**config.mk**
```make
export PLATFORM = sky130hd
export DESIGN_NAME = reg_bus_arbiter
export DESIGN_NICKNAME = d
export VERILOG_FILES = /design/src/rtl/reg_bus_arbiter.sv
export SDC_FILE = /design/constraint.sdc
export NUM_CORES = 1
export LEC_CHECK = 0
export ABC_AREA = 1
export CAP_MARGIN = 25
export CORE_ASPECT_RATIO = 1.4
export CORE_MARGIN = 2
export CORE_UTILIZATION = 45
export CTS_CLUSTER_DIAMETER = 50
export DETAILED_ROUTE_END_ITERATION = 8
export DONT_BUFFER_PORTS = 1
export SLEW_MARGIN = 20
export SYNTH_ARGS = -nofsm -noshare
export SYNTH_HDL_FRONTEND = slang
export SYNTH_SLANG_ARGS = --single-unit
export TNS_END_PERCENT = 30
```
**constraint.sdc**
```tcl
create_clock -name clk -period 2.2 [get_ports clk]
set_input_delay 0.66 -clock clk [delete_from_list [all_inputs] [get_ports clk]]
set_output_delay 0.66 -clock clk [all_outputs]
set_load 0.05 [all_outputs]
```
**src/rtl/reg_bus_arbiter.sv**
```systemverilog
// Two-master round-robin arbiter for a shared 32-bit register bus (port 0: I2C bridge, port 1: debug).
// Latency req->ack: write 3 cycles, read 3+RD_LAT; range-rejected access 2 cycles (REG_ARB_RANGE_CHK_EN).
// Backpressure: req/ack handshake, requests sampled only in IDLE; a waiting master holds req until its ack.
module reg_bus_arbiter #(
    parameter int              AW       = 16,
    parameter int              DW       = 32,
    parameter int              RD_LAT   = 1,
    parameter logic [AW-1:0]   ADDR_MAX = AW'(32'h00FF)
) (
    input  logic          clk,
    input  logic          rst_n,

    input  logic          m0_req,
    input  logic          m0_we,
    input  logic [AW-1:0] m0_addr,
    input  logic [DW-1:0] m0_wdata,
    output logic          m0_ack,
    output logic [DW-1:0] m0_rdata,
    output logic          m0_err,

    input  logic          m1_req,
    input  logic          m1_we,
    input  logic [AW-1:0] m1_addr,
    input  logic [DW-1:0] m1_wdata,
    output logic          m1_ack,
    output logic [DW-1:0] m1_rdata,
    output logic          m1_err,

    output logic [AW-1:0] bus_addr,
    output logic          bus_wr_en,
    output logic          bus_rd_en,
    output logic [DW-1:0] bus_wdata,
    input  logic [DW-1:0] bus_rdata,

    output logic          busy
);

    localparam logic [1:0] S_IDLE  = 2'd0;
    localparam logic [1:0] S_ISSUE = 2'd1;
    localparam logic [1:0] S_WAIT  = 2'd2;
    localparam logic [1:0] S_RESP  = 2'd3;

    localparam logic [DW-1:0] ERR_DATA = DW'(32'hDEAD_BEEF);

    logic [1:0]    state_q, state_d;
    logic          last_grant_q, last_grant_d;
    logic          win_q, win_d;
    logic          we_q, we_d;
    logic          bad_q, bad_d;
    logic [2:0]    lat_cnt_q, lat_cnt_d;
    logic [AW-1:0] bus_addr_q, bus_addr_d;
    logic [DW-1:0] bus_wdata_q, bus_wdata_d;
    logic [DW-1:0] rd_buf_q, rd_buf_d;

    logic          m0_ack_q, m0_ack_d;
    logic          m1_ack_q, m1_ack_d;
    logic          m0_err_q, m0_err_d;
    logic          m1_err_q, m1_err_d;
    logic [DW-1:0] m0_rdata_q, m0_rdata_d;
    logic [DW-1:0] m1_rdata_q, m1_rdata_d;

    logic          gnt_vld;
    logic          gnt_port;
    logic          sel_we;
    logic [AW-1:0] sel_addr;
    logic [DW-1:0] sel_wdata;
    logic          range_bad;
    logic [DW-1:0] resp_dat;

    // On a tie the port that did not win last time is served.
    assign gnt_vld   = m0_req | m1_req;
    assign gnt_port  = (m0_req & m1_req) ? ~last_grant_q : m1_req;
    assign sel_we    = gnt_port ? m1_we    : m0_we;
    assign sel_addr  = gnt_port ? m1_addr  : m0_addr;
    assign sel_wdata = gnt_port ? m1_wdata : m0_wdata;

`ifdef REG_ARB_RANGE_CHK_EN
    assign range_bad = (sel_addr > ADDR_MAX);
`else
    logic unused_addr_max;
    assign range_bad       = 1'b0;
    assign unused_addr_max = ^ADDR_MAX;
`endif

    assign resp_dat = bad_q ? ERR_DATA : (we_q ? '0 : rd_buf_q);

    always_comb begin
        state_d      = state_q;
        last_grant_d = last_grant_q;
        win_d        = win_q;
        we_d         = we_q;
        bad_d        = bad_q;
        lat_cnt_d    = lat_cnt_q;
        bus_addr_d   = bus_addr_q;
        bus_wdata_d  = bus_wdata_q;
        rd_buf_d     = rd_buf_q;
        m0_ack_d     = 1'b0;
        m1_ack_d     = 1'b0;
        m0_err_d     = 1'b0;
        m1_err_d     = 1'b0;
        m0_rdata_d   = m0_rdata_q;
        m1_rdata_d   = m1_rdata_q;

        case (state_q)
            S_IDLE: begin
                if (gnt_vld) begin
                    win_d        = gnt_port;
                    last_grant_d = gnt_port;
                    we_d         = sel_we;
                    bad_d        = range_bad;
                    // Rejected accesses leave the bus registers untouched and never strobe.
                    if (range_bad) begin
                        state_d = S_RESP;
                    end else begin
                        bus_addr_d  = sel_addr;
                        bus_wdata_d = sel_wdata;
                        state_d     = S_ISSUE;
                    end
                end
            end
            S_ISSUE: begin
                if (we_q) begin
                    state_d = S_RESP;
                end else begin
                    lat_cnt_d = 3'(RD_LAT);
                    state_d   = S_WAIT;
                end
            end
            S_WAIT: begin
                if (lat_cnt_q <= 3'd1) begin
                    rd_buf_d = bus_rdata;
                    state_d  = S_RESP;
                end else begin
                    lat_cnt_d = lat_cnt_q - 3'd1;
                end
            end
            default: begin
                // Registered response: rdata changes only together with that port's ack.
                if (win_q) begin
                    m1_ack_d   = 1'b1;
                    m1_err_d   = bad_q;
                    m1_rdata_d = resp_dat;
                end else begin
                    m0_ack_d   = 1'b1;
                    m0_err_d   = bad_q;
                    m0_rdata_d = resp_dat;
                end
                state_d = S_IDLE;
            end
        endcase
    end

    always_ff @(posedge clk) begin
        if (!rst_n) begin
            state_q      <= S_IDLE;
            last_grant_q <= 1'b1;
            win_q        <= 1'b0;
            we_q         <= 1'b0;
            bad_q        <= 1'b0;
            lat_cnt_q    <= 3'd0;
            bus_addr_q   <= '0;
            bus_wdata_q  <= '0;
            rd_buf_q     <= '0;
            m0_ack_q     <= 1'b0;
            m1_ack_q     <= 1'b0;
            m0_err_q     <= 1'b0;
            m1_err_q     <= 1'b0;
            m0_rdata_q   <= '0;
            m1_rdata_q   <= '0;
        end else begin
            state_q      <= state_d;
            last_grant_q <= last_grant_d;
            win_q        <= win_d;
            we_q         <= we_d;
            bad_q        <= bad_d;
            lat_cnt_q    <= lat_cnt_d;
            bus_addr_q   <= bus_addr_d;
            bus_wdata_q  <= bus_wdata_d;
            rd_buf_q     <= rd_buf_d;
            m0_ack_q     <= m0_ack_d;
            m1_ack_q     <= m1_ack_d;
            m0_err_q     <= m0_err_d;
            m1_err_q     <= m1_err_d;
            m0_rdata_q   <= m0_rdata_d;
            m1_rdata_q   <= m1_rdata_d;
        end
    end

    assign bus_addr  = bus_addr_q;
    assign bus_wdata = bus_wdata_q;
    assign bus_wr_en = (state_q == S_ISSUE) &  we_q;
    assign bus_rd_en = (state_q == S_ISSUE) & ~we_q;
    assign busy      = (state_q != S_IDLE);

    assign m0_ack   = m0_ack_q;
    assign m0_err   = m0_err_q;
    assign m0_rdata = m0_rdata_q;
    assign m1_ack   = m1_ack_q;
    assign m1_err   = m1_err_q;
    assign m1_rdata = m1_rdata_q;

endmodule

```
==> results.md, run 1 <==
- Status: finished clean
- Most common cell after layout, fill and taps aside: o21ai_0
- Met3 Use GR: 0.0614
- Fin. Hold Viols: 0
- Seq/Total Area, Yosys: 0.502
- Critical R2R Launch: state_q[1]
- Logic pwr share: 0.223
- Port-buffer cells: 0
- Critical path's slowest cell: dfxtp_2
- Critical Path AT: 1460 ps
- Worst R2R End: lat_cnt_q[2]
- Die Wd: 103 microns
- CP max FO: 4
- Worst Hold Depth: 2
- Die span in y: 142 microns
- Maximum clock path buffer count: 2
- Mux contribution to synthesized area: 0
- Initial Utilization: 0.459
- Simple-Gate Fraction of Synth Area: 0.111
- Vias per inst: 5.27
- Final setup viols: 0
- Xor-xnor portion of the synthesized cell area: 0
- Worst hold start: m1_wdata[26]
- Mapped Avg Cell Area: 7.54 sq um
- Synthesis Warnings: 0
- P_sw: 4930 uW
- Reg2reg setup slack: 380 ps
- Crit path buf inv count: 2
- Compound-Gate Fraction of Synth Area: 0.277
- GRT busiest layer: met2
- First-pass DRT Iterations: 4
- Mapped Area: 0.00614 sq mm
- Initial DRC count: 152
- Area of the multi-input gates: 0.00247 sq mm
- Worst clock skew: 13.7 ps
- I/O pins: 253
- H-tree depth: 4
- Rows: 50
- Storage cell area: 0.00308 sq mm
- CP Data Required Time: 1540 ps
- CP Class: reg2out
- Routed WL: 15.0 mm
- Final HPWL from detailed placement: 10.4 mm
- Antenna cells: 0
- Initial antenna violation count: 0
- FF+latch count, synth: 154
- Post-synth top area share: 0.502
- Post-route DRC violation count: 0
- Fin nets: 924
- Highest clock rate: 471 MHz
- TritonCTS clock tree: built
- Power share of the sequential group: 0.519
- Max-slew violation count: 0
- Distinct cells, synth: 21
- Hold EP: bus_wdata[26]
- Cts bufs inserted: 17
- Clk pin slew, worst setup/hold paths: 70 ps
- Later-pin clock latency in the skew report: 400 ps
- Max_slew headroom: 0.616
- RePlAce Congestion: 0.832
- Fin area: 0.00679 sq mm
- CTS Sinks: 154
- Largest stage delay on the critical path: 350 ps
- Adder-Cell Fraction of Synth Area: 0.0122
- WL/cell: 15.3 microns
- Worst Setup Start Kind: flip-flop
- Largest family of logic cells by synthesized area: compound AO/OA/AOI/OAI gates
- Area contributors post-synth: dfxtp_1 50%, o21ai_0 13%, a21oi_1 12%, nor2_1 6.7%, inv_1 4.5%
- Synth-to-layout area growth: 10.5%
- Least-Margin Pin Slew: 576 ps
- Vias: 5,156
- Pint: 6020 uW
- Fill count: 1,355
- Pwr per Cell Area: 1610 mW/mm^2
- Met1 Track Usage GR: 0.222
- Hold WC Path Type: in2reg
- Global route total overflow: 0
- RSZ-0062 raised after global routing: no
- Max-Cap Viols: 0
- Setup TNS: 0 ps
- Post-Syn Instances: 815
- Clk pwr share: 0.258
- Met2 Usage GRT: 0.355
- Die area: 0.0146 sq mm
- Worst vdd ir: 0.847 mV
- Placed cell areas: 0.00620 sq mm
- Post-route ant nets: 0
- Crit path max-delay family: buffers and inverters
- CP endpoint kind: output port
- Tmin final: 2120 ps
- Sw frac: 0.450
- Vias in the first global route: 4,871
- Ratio of cells with drive above 1 in the final layout: 0.0678
- LEAKAGE: 0.00274 uW
- CTS Root Cell: clkbuf_16
- CP cell instances: inv_1 > ha_1 > nand2_1 > clkinvlp_4
- Core Area: 0.0134 sq mm
- Ratio of final minimum period to clock period: 0.965
- First-pass GRT wire length: 23.3 mm
- Gr usage total: 0.200
- Largest net degree at the start of global routing: 146
- Area leader, netlist: dfxtp_1
- Highest-count cells in the layout ignoring fill and taps: 164 x o21ai_0, 153 x dfxtp_1, 145 x a21oi_1
- Reg2Reg Depth: 7
-- per-layer routing --
metal,up-vias,part of all wire
met4,0,0.020
met3,21,0.071
met5,-,0
met2,180,0.51
li1,2626,-
met1,2329,0.39
-- worst reg2reg max path, cell delays in order, from the launching register on --
cell	delay, ps
dfxtp_2	350
inv_1	70
ha_1	190
nand2_1	150
clkinvlp_4	300
a21oi_1	410
nand3_1	130
a21oi_1	150
-- through the flow --
stage	instances	hold WS, ps	setup slack (ps)	utilization	total power [uW]
finish	979	394	76.9	0.507	11000
global route	979	359	11.9	0.507	11600
CTS	979	357	38.5	0.507	11100
detailed placement	947	454	456	0.463	8210
global placement	947	451	522	0.463	8110
floorplan	816	426	304	-	7650
-- synthesized netlist by cell type --
cell type and count:
a21oi_1 145, a21oi_4 2, buf_2 23, buf_4 5, buf_6 2, clkbuf_1 32, clkbuf_2 1, clkinv_1 1
conb_1 1, dfxtp_1 154, ha_1 6, inv_1 73, inv_2 4, nand2_1 57, nand3_1 7, nand3_2 1
nand4_1 1, nor2_1 110, o21ai_0 164, o21ai_1 25, or2_2 1
-- how the worst max path moves through the flow --
stage	depth (start not counted)	startpoint	end	slack [ps]
finish	4	state_q[1]	bus_wr_en	80
global route	4	state_q[1]	bus_wr_en	10
CTS	4	state_q[1]	bus_wr_en	40
floorplan	4	state_q[1]	bus_rd_en	300
global placement	8	state_q[0]	bus_wdata[9]	520
detailed placement	8	state_q[1]	lat_cnt_q[1]	460
-- cell families after synthesis --
group                      Yosys count
AOI/OAI and AO/OA                  336
and+or+nand+nor                    177
DFF                                154
buffers and inverters              141
adders and majority gates            6
other                                1
-- cell type report --
type,count,share of cell area
timing repair buffer,12,0.0188
tap,182,0.0335
multi-input combinational,521,0.364
inverter,78,0.0437
sequential,154,0.454
clock buffer,19,0.0667
clock inverter,13,0.0193
-- registers in the layout, summed over array words and instances (netlist names), 2 cells and up --
name	count
bus_addr	16
bus_wdata	32
lat_cnt_q	3
m0_rdata	32
m1_rdata	32
rd_buf_q	32
state_q	2
-- what timing repair did --
item	CTS	global route
gates resized for setup	0	2
endpoints found under the setup margin	0	1
endpoints found under the hold margin	0	0
hold buffers	0	0
setup buffers	0	0
-- power groups by stage --
stage	logic (uW)	registers [uW]	clock network (uW)
floorplan	2070	5580	0
CTS	2470	5700	2890
global route	2830	5780	3020
finish	2440	5690	2820
global placement	2370	5740	0
detailed placement	2460	5750	0
Power figures use the tool's default switching activity.
==> inputs of run 2 (changes only) <==
Settings changed: SETUP_SLACK_MARGIN from default to 0.2.
==> results.md, run 2 (synthesis gave the netlist of run 1 again) <==
- Cts bufs inserted: 17
- Highest-count cells in the layout ignoring fill and taps: 164 x o21ai_0, 152 x dfxtp_1, 145 x a21oi_1
- CP Data Required Time: 1540 ps
- Clk pin slew, worst setup/hold paths: 70 ps
- Largest net degree at the start of global routing: 146
- CP endpoint kind: output port
- I/O pins: 253
- Port-buffer cells: 0
- RSZ-0062 raised after global routing: yes
- Fin. Hold Viols: 0
- Critical R2R Launch: state_q[0]
- Max-slew violation count: 0
- Vias: 5,156
- Least-Margin Pin Slew: 581 ps
- Met3 Use GR: 0.0614
- Gr usage total: 0.200
- Most common cell after layout, fill and taps aside: o21ai_0
- Vias in the first global route: 4,877
- Post-route DRC violation count: 0
- Pwr per Cell Area: 1610 mW/mm^2
- Worst R2R End: bus_wdata[14]
- LEAKAGE: 0.00275 uW
- Final HPWL from detailed placement: 10.4 mm
- Die Wd: 103 microns
- RePlAce Congestion: 0.832
- Post-route ant nets: 0
- Status: finished clean
- CP cell instances: inv_2 > ha_4 > nand2_4 > clkinvlp_4
- Max_slew headroom: 0.612
- Die area: 0.0146 sq mm
- Initial Utilization: 0.459
- Later-pin clock latency in the skew report: 400 ps
- Routed WL: 15.0 mm
- Core Area: 0.0134 sq mm
- Hold WC Path Type: in2reg
- Vias per inst: 5.26
- Setup ws final: 225 ps
- Worst Setup Start Kind: flip-flop
- Max-Cap Viols: 0
- Critical path's slowest cell: dfxtp_2
- Tmin final: 1970 ps
- Hold EP: bus_wdata[26]
- Initial antenna violation count: 0
- Largest stage delay on the critical path: 340 ps
- Met1 Track Usage GR: 0.222
- Synth-to-layout area growth: 11.3%
- Worst hold start: m1_wdata[26]
- Reg2Reg Depth: 8
- CTS Root Cell: clkbuf_16
- GRT busiest layer: met2
- Highest clock rate: 506 MHz
- Met2 Usage GRT: 0.356
- CP max FO: 3
- Critical Path AT: 1310 ps
- Rows: 50
- Die span in y: 142 microns
- TritonCTS clock tree: built
- Antenna cells: 0
- Setup TNS: 0 ps
- Core Util, Final: 0.511
- Worst Hold Depth: 2
- WL/cell: 15.3 microns
- Fin nets: 925
- CP Class: reg2out
- Maximum clock path buffer count: 2
- CTS Sinks: 154
- Initial DRC count: 133
- H-tree depth: 4
- Worst vdd ir: 0.847 mV
- Global route total overflow: 0
- Ratio of cells with drive above 1 in the final layout: 0.0764
- First-pass DRT Iterations: 4
- First-pass GRT wire length: 23.3 mm
- Final setup viols: 0
- Reg2reg setup slack: 400 ps
- Worst clock skew: 13.8 ps
- Placement Setup Slack: 456 ps
- Ratio of final minimum period to clock period: 0.898
[run 2: changes by cell type in the layout (fill, tap and decap cells not counted), sizes merged]
cell / previous run / this run
inv: 81 / 80
clkinv: 4 / 5
buf: 12 / 13
[run 2: power breakdown]
group | internal [uW] | leakage [uW] | switching (uW) | total [uW]
Clock | 1650 | 0.000276 | 1170 | 2820
Sequential | 3540 | 0.00126 | 2160 | 5700
Combinational | 878 | 0.00122 | 1620 | 2500
Total | 6060 | 0.00275 | 4960 | 11000
[run 2: layout make-up]
class                           count  area, sq um
Clock buffer                       19          453
Clock inverter                     13          131
Fill cell                        1349         6550
Inverter                           78          302
Multi-Input combinational cell    521         2500
Sequential cell                   154         3090
Tap cell                          182          228
Timing Repair Buffer               13          139
[run 2: worst max path at each step]
stage               startpoint           end  cells after the start
floorplan           state_q[1]     bus_rd_en                      4
global placement    state_q[0]  bus_wdata[9]                      8
detailed placement  state_q[1]  lat_cnt_q[1]                      8
CTS                 state_q[1]     bus_wr_en                      4
global route        state_q[1]     bus_rd_en                      5
finish              state_q[1]     bus_wr_en                      4
[run 2: through the flow]
step                      hold WS (ps)  cells  total power [uW]  area, sq um
after detailed placement           454    947              8210         6200
after global placement             451    947              8110         6200
after global routing               359    980             11700         6840
after floorplan                    426    816              7650         6150
after CTS                          357    980             11100         6810
final                              394    980             11000         6840
[run 2: what timing repair did]
action / in CTS / in global routing
hold buffers: 0 / 0
endpoints found under the setup margin: 3 / 3
pin swaps: 0 / 2
resized for setup: 6 / 8
setup buffers: 1 / 0
[run 2: routing by layer]
metal  vias up  part of all wire
met3        23             0.073
met4         0             0.019
met1      2313              0.39
li1       2631                 -
met5         -                 0
met2       189              0.52
[run 2: worst max-delay path, delay by kind of cell (launching register included)]
family | cells | cell delay (ps)
buffers and inverters | 2 | 320
flip-flops | 1 | 340
adder cells (fa/ha/maj) | 1 | 170
AND/OR/NAND/NOR | 1 | 80
==> inputs of run 3 (changes only) <==
Settings changed: CTS_CLUSTER_DIAMETER 50 to default.
==> results of run 3 <==
Same layout as run 2: the final DEF is identical, and so are final timing and power.
==> RTL change: new RTL, flow settings as in run 1 <==
Build with the macro `REG_ARB_RANGE_CHK_EN` defined.
--- a/src/rtl/reg_bus_arbiter.sv
+++ b/src/rtl/reg_bus_arbiter.sv
@@ -2,4 +2,6 @@
 // Latency req->ack: write 3 cycles, read 3+RD_LAT; range-rejected access 2 cycles (REG_ARB_RANGE_CHK_EN).
 // Backpressure: req/ack handshake, requests sampled only in IDLE; a waiting master holds req until its ack.
+`define REG_ARB_RANGE_CHK_EN
+
 module reg_bus_arbiter #(
     parameter int              AW       = 16,
Function: changed (a bounded check fails within 4 cycles, from zero or initial values and one cycle with rst_n low).
==> RTL change against run 1 <==
Critical path depth did not move; sequential cell count rose by 3; largest power group unchanged; power fell by 19%; routed wire length rose by 9.1%; maximum frequency rose by 0.83%; cell area rose by 7.9%; synthesized area rose by 6.8%; critical path type unchanged; worst setup slack improved by 0.017 ns.
==> RTL change: results <==
[global_route]
first_global_vias = 5233
grt_max_degree = 151
antenna_found_initial = 0
grt_pass1_wl_um = 26200
grtUsageTotal_pct = 21.0

[cells_and_area]
drive_gt1_share_pct = 7.73
n_fill_cell = 1480
diodes = 0
fin_nets = 1046

[clocking]
ctsRootBufferMaster = "clkbuf_16"
clock_latency_ns = 0.42
clk_path_buf_depth = 2
post_cts_buffers = 0
clk_pin_slew_ns = 0.07
cts_resized = 0
cts_buffers = 17

[critical_path]
path_max_fanout = 4
regToRegStartpoint = "last_grant_q"
startpoint = "state_q[1]"

[synth]
synthTopCellsByCount = "nand2_1 (210), dfxtp_1 (157), nor2_1 (150)"
ys_seq_area_share_pct = 47.9
synthArstFlopShare_pct = 0
ys_warn_count = 0
yosys-top-cells-area = "dfxtp_1 (48%), nand2_1 (12%), nor2_1 (8.6%), o21ai_0 (8.1%), a21oi_1 (7.2%)"
synth_flop_cell = "dfxtp_1"
synth_cell_types = 26

[detailed_routing]
routedWlPerCell_um = 14.8
via_per_inst = 5.02
drt_iter0_drc = 243
firstDrtPassIters = 4

[timing]
slew_headroom_pct = 62.4
skew_ns = 0.0106

[status]
status = "finished, final reports clean"

[worst_hold_path]
min_path_type = "in2reg"
hold_start = "bus_rdata[15]"

[place]
place_congestion = 0.775
dp_hpwl_um = 11000
io_buffer_count = 0

[power_and_ir_drop]
leakagePower_uw = 0.00349
worst_ir_drop_vdd_uv = 597
-- RTL change: cell types whose count changed after synthesis, moves of 9 or more --
cell	change
o21ai_1	-25
nand2_1	+153
a21oi_1	-51
inv_1	+9
clkbuf_1	+9
nor2_1	+40
buf_2	-15
nand3_1	+16
o21ai_0	-58
-- RTL change: worst paths after layout --
check | endpoint | slack (ns) | depth (start not counted)
worst min register to register | last_grant_q | 0.50 | 2
worst max register to register | bus_wdata[15] | 0.46 | 10
worst min-delay path | rd_buf_q[15] | 0.37 | 2
worst max-delay path | bus_wr_en | 0.09 | 4
-- RTL change: metal layers --
layer / GRT usage (%) / vias to the layer above / part of all wire, % / wire, um
li1: - / 2888 / - / -
met1: 24.1 / 2464 / 41 / 6770
met2: 35.5 / 189 / 48 / 7920
met3: 7.99 / 22 / 8.4 / 1370
met4: 7.50 / 0 / 2.0 / 320
met5: 0 / - / 0 / 0
-- RTL change: metrics by stage --
stage                     std cells  total power, uW  hold slack, ns  cell area [um2]  worst slack [ns]
after floorplan                 928             5590           0.448             6560             0.250
after global placement         1076             6100           0.485             6740             0.208
after detailed placement       1076             6110           0.491             6740             0.168
after CTS                      1108             9030           0.338             7330            0.0674
after global routing           1108             9460           0.351             7330            0.0231
final                          1108             8930           0.372             7330            0.0943
-- RTL change: cell type report --
class,count,area (um2),area share [%]
inverters,86,323,4.41
clock inverters,15,165,2.25
flip-flops and latches,157,3140,42.9
multi-input cells,626,2840,38.7
clock buffers,17,425,5.81
well taps,189,236,3.23
repair buffers,18,198,2.70
-- RTL change: worst max-delay path, cell delays in order (launching register included) --
cell,delay [ns]
dfxtp_1,0.34
inv_1,0.09
ha_1,0.16
nand2_1,0.07
inv_1,0.37
-- RTL change: cells by family (layout without fill, tap and decap cells) --
group | Yosys count | count (layout) | share of synthesized area [%]
and+or+nand+nor | 415 | 415 | 26.1
AOI/OAI and AO/OA | 204 | 204 | 15.7
DFF | 157 | 157 | 47.9
buffers and inverters | 145 | 136 | 9.02
adders and majority gates | 6 | 6 | 1.14
xor gates and xnor gates | 1 | 1 | 0.134
-- RTL change: report_power, final --
part,switching (uW),internal [uW]
Combinational,1280,620
Clock,1360,1530
Sequential,850,3290
Total,3490,5440
